<file path="src/rtl/m_unit_pkg.sv">
// Shared types and constants for the RV32M multiply/divide sequencer.
package m_unit_pkg;

    typedef enum logic [1:0] {
        ST_IDLE     = 2'd0,
        ST_MUL_WAIT = 2'd1,
        ST_DIV_WAIT = 2'd2,
        ST_DONE     = 2'd3
    } state_t;

    localparam logic [2:0] F3_MUL    = 3'b000;
    localparam logic [2:0] F3_MULH   = 3'b001;
    localparam logic [2:0] F3_MULHSU = 3'b010;
    localparam logic [2:0] F3_MULHU  = 3'b011;
    localparam logic [2:0] F3_DIV    = 3'b100;
    localparam logic [2:0] F3_DIVU   = 3'b101;
    localparam logic [2:0] F3_REM    = 3'b110;
    localparam logic [2:0] F3_REMU   = 3'b111;

    localparam logic [31:0] DIV_BY_ZERO_Q = 32'hFFFF_FFFF;
    localparam logic [31:0] INT_MIN       = 32'h8000_0000;

    // Divide-class ops (DIV/DIVU/REM/REMU) have func3[2] set.
    function automatic logic is_div_op(input logic [2:0] f3);
        return f3[2];
    endfunction

endpackage

</file>
<file path="src/rtl/m_unit_controller_special.sv">
// Combinational detection of M-extension ops whose result is known without a unit.
module m_special_case
    import m_unit_pkg::*;
#(
    parameter int ZERO_SHORTCUT = 1
) (
    input  logic [2:0]  func3,
    input  logic [31:0] op1,
    input  logic [31:0] op2,
    output logic        is_special,
    output logic [31:0] special_result
);

    always_comb begin
        is_special     = 1'b0;
        special_result = '0;
        if (!is_div_op(func3)) begin
            if ((ZERO_SHORTCUT != 0) && ((op1 == '0) || (op2 == '0))) begin
                is_special = 1'b1;
            end
        end else if (op2 == '0) begin
            // Division by zero takes precedence over the zero-dividend shortcut.
            is_special     = 1'b1;
            special_result = func3[1] ? op1 : DIV_BY_ZERO_Q;
        end else if (!func3[0] && (op1 == INT_MIN) && (op2 == '1)) begin
            is_special     = 1'b1;
            special_result = func3[1] ? 32'h0 : INT_MIN;
        end else if ((ZERO_SHORTCUT != 0) && (op1 == '0)) begin
            is_special = 1'b1;
        end
    end

endmodule

</file>
<file path="src/rtl/m_unit_controller.sv">
// Sequences RV32M ops onto an external multiplier / iterative divider and
// returns a one-cycle result group that overrides the ALU writeback.
module m_unit_controller
    import m_unit_pkg::*;
#(
    parameter int XLEN          = 32,
    parameter int ZERO_SHORTCUT = 1
) (
    input  logic              clk,
    input  logic              rst_n,
    input  logic              ex_valid_m,
    input  logic [2:0]        ex_func3,
    input  logic [XLEN-1:0]   ex_op1,
    input  logic [XLEN-1:0]   ex_op2,
    input  logic [4:0]        ex_rd,
    input  logic              ex_wb_reg_file,
    input  logic              pipeline_flush,
    output logic              mul_start,
    output logic [1:0]        mul_op,
    output logic [XLEN-1:0]   mul_a,
    output logic [XLEN-1:0]   mul_b,
    input  logic              mul_done,
    input  logic [2*XLEN-1:0] mul_product,
    output logic              div_start,
    output logic              div_signed,
    output logic [XLEN-1:0]   div_dividend,
    output logic [XLEN-1:0]   div_divisor,
    input  logic              div_done,
    input  logic [XLEN-1:0]   div_quotient,
    input  logic [XLEN-1:0]   div_remainder,
    output logic              unit_abort,
    output logic              m_unit_stall,
    output logic              m_unit_ready,
    output logic [XLEN-1:0]   m_unit_result,
    output logic              m_unit_wr,
    output logic [4:0]        m_unit_dest,
    output logic              busy
);

    state_t          state_reg, state_next;
    logic [2:0]      func3_reg;
    logic [XLEN-1:0] op1_reg, op2_reg, result_reg, result_next;
    logic [4:0]      rd_reg;
    logic            wb_reg;
    logic            mul_start_reg, mul_start_next;
    logic            div_start_reg, div_start_next;
    logic            result_load;
    logic            accept;
    logic            in_wait;
    logic            in_done;
    logic            is_special;
    logic [XLEN-1:0] special_result;

    m_special_case #(
        .ZERO_SHORTCUT (ZERO_SHORTCUT)
    ) u_special (
        .func3          (ex_func3),
        .op1            (ex_op1),
        .op2            (ex_op2),
        .is_special     (is_special),
        .special_result (special_result)
    );

    // rst_n gates accept so stall stays low while reset is held.
    assign accept  = rst_n && (state_reg == ST_IDLE) && ex_valid_m && !pipeline_flush;
    assign in_wait = (state_reg == ST_MUL_WAIT) || (state_reg == ST_DIV_WAIT);
    assign in_done = (state_reg == ST_DONE);

    always_comb begin
        state_next     = state_reg;
        mul_start_next = 1'b0;
        div_start_next = 1'b0;
        result_load    = 1'b0;
        result_next    = result_reg;
        case (state_reg)
            ST_IDLE: begin
                if (accept) begin
                    if (is_special) begin
                        state_next  = ST_DONE;
                        result_load = 1'b1;
                        result_next = special_result;
                    end else if (!is_div_op(ex_func3)) begin
                        state_next     = ST_MUL_WAIT;
                        mul_start_next = 1'b1;
                    end else begin
                        state_next     = ST_DIV_WAIT;
                        div_start_next = 1'b1;
                    end
                end
            end
            ST_MUL_WAIT: begin
                if (pipeline_flush) begin
                    state_next = ST_IDLE;
                end else if (mul_done) begin
                    state_next  = ST_DONE;
                    result_load = 1'b1;
                    result_next = (func3_reg[1:0] == 2'b00) ? mul_product[XLEN-1:0]
                                                            : mul_product[2*XLEN-1:XLEN];
                end
            end
            ST_DIV_WAIT: begin
                if (pipeline_flush) begin
                    state_next = ST_IDLE;
                end else if (div_done) begin
                    state_next  = ST_DONE;
                    result_load = 1'b1;
                    result_next = func3_reg[1] ? div_remainder : div_quotient;
                end
            end
            ST_DONE: state_next = ST_IDLE;
            default: state_next = ST_IDLE;
        endcase
    end

    always_ff @(posedge clk or negedge rst_n) begin
        if (!rst_n) begin
            state_reg     <= ST_IDLE;
            func3_reg     <= '0;
            op1_reg       <= '0;
            op2_reg       <= '0;
            rd_reg        <= '0;
            wb_reg        <= 1'b0;
            result_reg    <= '0;
            mul_start_reg <= 1'b0;
            div_start_reg <= 1'b0;
        end else begin
            state_reg     <= state_next;
            mul_start_reg <= mul_start_next;
            div_start_reg <= div_start_next;
            if (accept) begin
                func3_reg <= ex_func3;
                op1_reg   <= ex_op1;
                op2_reg   <= ex_op2;
                rd_reg    <= ex_rd;
                wb_reg    <= ex_wb_reg_file;
            end
            if (result_load) begin
                result_reg <= result_next;
            end
        end
    end

    assign mul_start    = mul_start_reg;
    assign mul_op       = func3_reg[1:0];
    assign mul_a        = op1_reg;
    assign mul_b        = op2_reg;
    assign div_start    = div_start_reg;
    // Qualified by func3[2] so it reads 0 out of reset instead of "signed".
    assign div_signed   = func3_reg[2] & ~func3_reg[0];
    assign div_dividend = op1_reg;
    assign div_divisor  = op2_reg;

    assign unit_abort    = in_wait && pipeline_flush;
    assign m_unit_stall  = accept || in_wait;
    assign m_unit_ready  = in_done && !pipeline_flush;
    assign m_unit_wr     = m_unit_ready && wb_reg;
    assign m_unit_dest   = in_done ? rd_reg : '0;
    assign m_unit_result = in_done ? result_reg : '0;
    assign busy          = (state_reg != ST_IDLE);

endmodule

</file>
<file path="config.mk">
export PLATFORM = sky130hd
export DESIGN_NAME = m_unit_controller
export DESIGN_NICKNAME = d
export VERILOG_FILES = /design/src/rtl/m_unit_pkg.sv /design/src/rtl/m_unit_controller_special.sv /design/src/rtl/m_unit_controller.sv
export SDC_FILE = /design/constraint.sdc
export NUM_CORES = 1
export LEC_CHECK = 0
export CAP_MARGIN = 20
export CORE_AREA = 2 2 149 151
export CTS_BUF_LIST = sky130_fd_sc_hd__clkbuf_8
export DETAILED_ROUTE_END_ITERATION = 10
export DIE_AREA = 0 0 151 153
export HOLD_SLACK_MARGIN = 0.15
export PLACE_DENSITY = 0.69
export SLEW_MARGIN = 40
export SYNTH_ARGS = -nofsm -noshare
export SYNTH_HDL_FRONTEND = slang
export SYNTH_SLANG_ARGS = --single-unit
</file>
<file path="constraint.sdc">
create_clock -name clk -period 5.01 [get_ports clk]
set_clock_uncertainty 0.05 [all_clocks]
set_input_delay 1.2525 -clock clk [delete_from_list [all_inputs] [get_ports clk]]
set_output_delay 1.2525 -clock clk [all_outputs]
set_load 0.02 [all_outputs]
</file>
==> results of run 1 <==
==> path summary, 6_finish.rpt <==
| path | endpoint | slack [ps] | cells after the start |
|---|---|---|---|
| max in group asynchronous | func3_reg[1] | 2670 | 3 |
| max reg2reg | result_reg[14] | 2050 | 8 |
| min reg2reg | result_reg[15] | 440 | 1 |
| min | result_reg[15] | 440 | 1 |
| min in group asynchronous | rd_reg[2] | 940 | 2 |
| max | m_unit_stall | 860 | 5 |
==> power by group through the flow <==
stage / Sequential (mW) / Clock (mW) / Combinational (mW)
floorplan: 1.82 / 0 / 2.07
global placement: 1.58 / 0 / 3.74
detailed placement: 1.59 / 0 / 3.77
CTS: 1.57 / 0.646 / 3.78
global route: 1.62 / 0.680 / 3.98
finish: 1.57 / 0.617 / 3.75
==> metal layers <==
metal  wire length, um  track usage
met3              1930       0.0436
met1             10100        0.257
met5                13            0
met2             12700        0.373
met4               323       0.0485
==> synthesized netlist by cell type (all sizes together) <==
cell type	n
a211o	1
a21boi	1
a21oi	35
a31oi	1
and2	39
and4	1
buf	79
clkbuf	31
dfrtp	109
ha	5
inv	7
mux2	104
mux2i	33
nand2	36
nand2b	3
nand4	13
nand4b	1
nor2	40
nor2b	34
nor3	4
nor4	18
nor4b	1
o21a	1
o21ai	96
o221ai	1
o22ai	1
o31ai	1
or2	1
or4	2
==> worst reg2reg max path, cell delays in order (launching register included) <==
cell     delay, ps
dfrtp_1        440
inv_1           80
ha_1           280
nand4_1        190
buf_6          600
nor2_1         120
o21a_1         140
a211o_4        490
mux2_1         450
==> cell families (layout without fill, tap and decap cells) <==
logic type,count (synthesis),count (layout)
mux,137,137
simple gates,193,193
compound gates,138,138
other cells,0,1
buf+inv,117,415
flops,109,109
fa+ha+maj,5,5
==> cell type report <==
cell class	count	area (um^2)	share of cell area
timing repair buffer	392	3900	0.364
multi-input combinational	473	3470	0.324
sequential	109	2730	0.255
tap	280	350	0.0327
clock buffer	9	124	0.0116
clock inverter	7	115	0.0107
inverter	7	26.3	0.00245
antenna	1	2.50	0.000233
==> impl_metrics.csv, run 1 <==
group,metric,value,unit
clock_tree,root_buffer,"clkbuf_8",
routing,ant_nets,0,
run_status,status,"finished clean",
synthesis,synth.distinct_cells,40,
clock_tree,clkLatencyLatePin,390,ps
power_and_ir_drop,combPwrFrac,0.631,
critical_path,crit_type,"in -> out",
critical_path,cp-start-kind,"input pin",
clock_tree,post_cts_resized,0,
critical_path,startpoint,"pipeline_flush",
power_and_ir_drop,netSwitchingPower,2.60,mW
synthesis,synthAdderAreaFrac,0.00901,
placed_design,portBuffers,381,
critical_path,path_buf_inv,3,
synthesis,synthCells,699,
synthesis,synth_area_per_cell,9.93,um^2
synthesis,synth_simple_gate_area_frac,0.155,
power_and_ir_drop,p_seq_frac,0.265,
power_and_ir_drop,p_int,3.33,mW
floorplanning,row_count,54,
clock_tree,postCtsHoldBufs,0,
hold_path,worstHoldStart,"result_reg[15]",
timing,post-route-period-util,0.829,
hold_path,hold_path.class,"reg -> reg",
routing,num_vias,6271,
timing,maxSlewViolCount,0,
global_routing,grt_use_total,0.209,
critical_path,slowest_delay,690,ps
timing,period_minus_slack,4150,ps
critical_path,r2r_start,"state_reg[0]",
synthesis,yosysTopAreaCell,"dfrtp_1",
timing,tightest_slew,742,ps
finish,nFillCells,2057,
routing,avgViaCountPerCell,4.91,
timing,slew_headroom,0.505,
clock_tree,clkSinkCount,109,
timing,timing.final.hold_violations,0,
finish,layout_common_cells,"380 x clkdlybuf4s50_1, 108 x dfrtp_1, 94 x o21ai_0",
global_routing,grt_max_degree,77,
global_routing,antenna_found_initial,2,
power_and_ir_drop,cellPowerDensity,553,nW/um^2
floorplanning,ios,382,
synthesis,synth_xor_area_frac,0,
global_routing,grt_pass1_wl,36900,um
floorplanning,core_region_area,21500,um^2
synthesis,syn_nets,911,
placed_design,place.gp.congestion,0.801,
synthesis,synth_compound_area_frac,0.103,
finish,finalNonFillerCells,1278,
critical_path,path_cells,"clkdlybuf4s50_1 -> inv_2 -> nand4_1 -> nand2b_1 -> clkdlybuf4s50_1",
floorplanning,initial_core_util,0.323,
finish,drive_above_1_share,0.143,
routing,drc,0,
clock_tree,cts_max_path_buffers,2,
critical_path,cpMaxStageDelayCell,"clkdlybuf4s50_1",
power_and_ir_drop,power,5.93,mW
global_routing,overflow,0,
finish,nNetsFinal,1204,
synthesis,yosysWarnings,0,
clock_tree,cts_made_buffers,9,
finish,final_util,0.499,
critical_path,worstPathArrival,2850,ps
clock_tree,cts_tree,"yes",
floorplanning,dieHeight,153,um
routing,first_pass_iters,4,
critical_path,end_kind,"output port",
placed_design,dp_worst_setup_slack,773,ps
power_and_ir_drop,pwr-share-clk,0.104,
placed_design,place_area,10500,um^2
synthesis,netlist.area_leader.share,0.393,
clock_tree,post_cts_buffers,0,
routing,wire_per_inst,19.6,um
timing,setup_viol,0,
finish,finish.instance_area,10700,um^2
run,max_cap_viol_count,0,
timing,fin_ws,858,ps
timing,rsz0062_at_grt,"no",
timing,worst_hold_slack,441,ps
synthesis,synth.yosys.seq_area_share,0.393,
synthesis,synth_area_leaders,"dfrtp_1 39%, mux2_2 12%, buf_4 7.1%",
timing,fmax,0.241,GHz
timing,fin_tns_setup,0,ps
critical_path,crit_fanout,6,
synthesis,synth_area,6940,um^2
critical_path,cp.required,3710,ps
power_and_ir_drop,switching_share,0.439,
power_and_ir_drop,peakVddDrop,0.359,mV
critical_path,path_common_cell,"clkdlybuf4s50_1",
critical_path,crit_family,"buffers and inverters",
global_routing,grt_pass1_vias,6478,
synthesis,ys_seq_elements,109,
floorplanning,die_w,151,um
power_and_ir_drop,power_leakage,4.35,nW
finish,area_growth,54.4,%
placed_design,dp.cells,1261,
finish,mostFrequentLayoutCell,"clkdlybuf4s50_1",
clock_tree,path_clk_slew,120,ps
floorplanning,die_area,23100,um^2
synthesis,synth_top_family_by_area,"multiplexers",
routing,drtIter0Drc,214,
placed_design,dp_hpwl,19100,um
routing,drt-total-wl,25000,um
synthesis,muxShareOfSynthArea,0.232,
clock_tree,cts_max_level,3,
Note: power is estimated with default switching activity, not from simulation.
==> run 2: changes to the inputs <==
- PLACE_DENSITY: 0.69 -> 0.72
- clock period: 5.01 -> 3.4 ns (I/O delays scaled with it)
==> impl_metrics.csv, run 2 (synthesis gave the netlist of run 1 again) <==
group,metric,value,unit
run_status,status,"finished clean",
power_and_ir_drop,cellPowerDensity,805,nW/um^2
placed_design,dp_hpwl,19300,um
routing,num_vias,6334,
global_routing,grt_util_met3,0.0409,
global_routing,grt_pass1_vias,6615,
clock_tree,postCtsHoldBufs,0,
timing,timing.final.hold_violations,0,
routing,drtIter0Drc,275,
clock_tree,cts_made_buffers,9,
global_routing,antenna_found_initial,1,
hold_path,hold_path.class,"reg -> reg",
finish,layout_common_cells,"380 x clkdlybuf4s50_1, 108 x dfrtp_1, 94 x o21ai_0",
placed_design,dp.cells,1277,
clock_tree,clkLatencyLatePin,380,ps
routing,first_pass_iters,5,
floorplanning,ios,382,
clock_tree,post_cts_resized,0,
clock_tree,cts_max_level,3,
critical_path,cp-start-kind,"input pin",
critical_path,cpMaxStageDelayCell,"clkdlybuf4s50_1",
routing,avgViaCountPerCell,4.89,
critical_path,worstPathArrival,2330,ps
critical_path,crit_family,"buffers and inverters",
critical_path,reg2reg_depth,9,
floorplanning,core_region_area,21500,um^2
timing,worst_hold_slack,432,ps
clock_tree,post_cts_buffers,0,
finish,drive_above_1_share,0.158,
power_and_ir_drop,power_leakage,4.43,nW
routing,ant_nets,0,
global_routing,grt_max_degree,73,
finish,regArea,2730,um^2
hold_path,whs_path_depth,2,
finish,area_growth,56.5,%
routing,drt-total-wl,24900,um
clock_tree,path_clk_slew,110,ps
timing,slew_headroom,0.573,
finish,finalNonFillerCells,1294,
clock_tree,clkSinkCount,109,
finish,multi_input_area,3470,um^2
run,max_cap_viol_count,0,
placed_design,place_area,10600,um^2
critical_path,path_common_cell,"clkdlybuf4s50_1",
global_routing,grt_use_total,0.212,
critical_path,timing.rr.end,"result_reg[26]",
global_routing,grt_pass1_wl,37400,um
critical_path,path_buf_inv,2,
critical_path,ff2ff_setup_slack,880,ps
critical_path,slowest_delay,600,ps
critical_path,end_kind,"output port",
floorplanning,die_area,23100,um^2
timing,maxSlewViolCount,0,
placed_design,place.gp.congestion,0.845,
critical_path,path_cells,"clkdlybuf4s50_1 -> nor2b_1 -> and2_1 -> clkdlybuf4s50_1",
finish,finish.instance_area,10900,um^2
critical_path,crit_fanout,6,
routing,drc,0,
floorplanning,dieHeight,153,um
global_routing,use_met1,0.270,
hold_path,worstHoldStart,"func3_reg[2]",
critical_path,crit_type,"in -> out",
timing,rsz0062_at_grt,"no",
clock_tree,cts_tree,"yes",
finish,nFillCells,2015,
power_and_ir_drop,peakVddDrop,0.476,mV
floorplanning,row_count,54,
timing,post-route-period-util,0.950,
critical_path,cp.required,2500,ps
routing,wire_per_inst,19.3,um
global_routing,grt_use_met2,0.365,
hold_path,hold_end,"func3_reg[2]",
placed_design,portBuffers,381,
timing,setup_viol,0,
clock_tree,root_buffer,"clkbuf_8",
global_routing,busiest_layer,"met2",
critical_path,r2r_start,"state_reg[0]",
critical_path,startpoint,"pipeline_flush",
timing,fmax,0.310,GHz
global_routing,overflow,0,
timing,tightest_slew,640,ps
finish,final_util,0.506,
floorplanning,initial_core_util,0.323,
clock_tree,cts_max_path_buffers,2,
finish,nNetsFinal,1220,
floorplanning,die_w,151,um
timing,period_minus_slack,3230,ps
finish,mostFrequentLayoutCell,"clkdlybuf4s50_1",
run 2: cell types whose count changed in the layout (fill, tap and decap cells not counted), sizes merged:
cell	delta
buf	+16
run 2: layout make-up:
type / instances / area share
antenna: 1 / 0.000230
clock buffer: 9 / 0.0114
clock inverter: 7 / 0.00944
inverter: 7 / 0.00242
multi-input combinational: 473 / 0.320
sequential: 109 / 0.251
tap: 280 / 0.0323
timing repair buffer: 408 / 0.373
run 2: layer usage:
| metal | up-vias | wire (um) |
|---|---|---|
| met1 | 3050 | 10400 |
| met3 | 23 | 1850 |
| met5 | - | 0 |
| li1 | 2990 | - |
| met2 | 271 | 12300 |
| met4 | 0 | 377 |
run 2: power by group:
group          total (mW)  internal [mW]  switching, mW
sequential           2.38           1.86          0.517
combinational        5.48           2.72           2.76
clock               0.887          0.368          0.519
run 2: tightest hold or removal path, stage by stage, from the launching register on:
cell,delay [ps]
dfrtp_1,350
nand2_1,50
nand2_1,60
run 2: how the worst max path moves through the flow:
stage,end,slack (ps),cells after the start
2_1_floorplan,m_unit_stall,640,4
3_3_place_gp,result_reg[14],30,8
3_5_place_dp,result_reg[15],-30,8
4_1_cts,m_unit_wr,190,4
5_1_grt,m_unit_stall,120,5
6_report,m_unit_wr,170,4
run 2: metrics by stage:
| stage | total power [mW] | worst slack (ps) | setup TNS (ps) |
|---|---|---|---|
| finish | 8.75 | 171 | 0 |
| CTS | 8.84 | 186 | 0 |
| floorplan | 5.73 | 637 | 0 |
| global route | 9.29 | 117 | 0 |
| global placement | 7.86 | 25.1 | 0 |
| detailed placement | 7.92 | -30.0 | -296 |
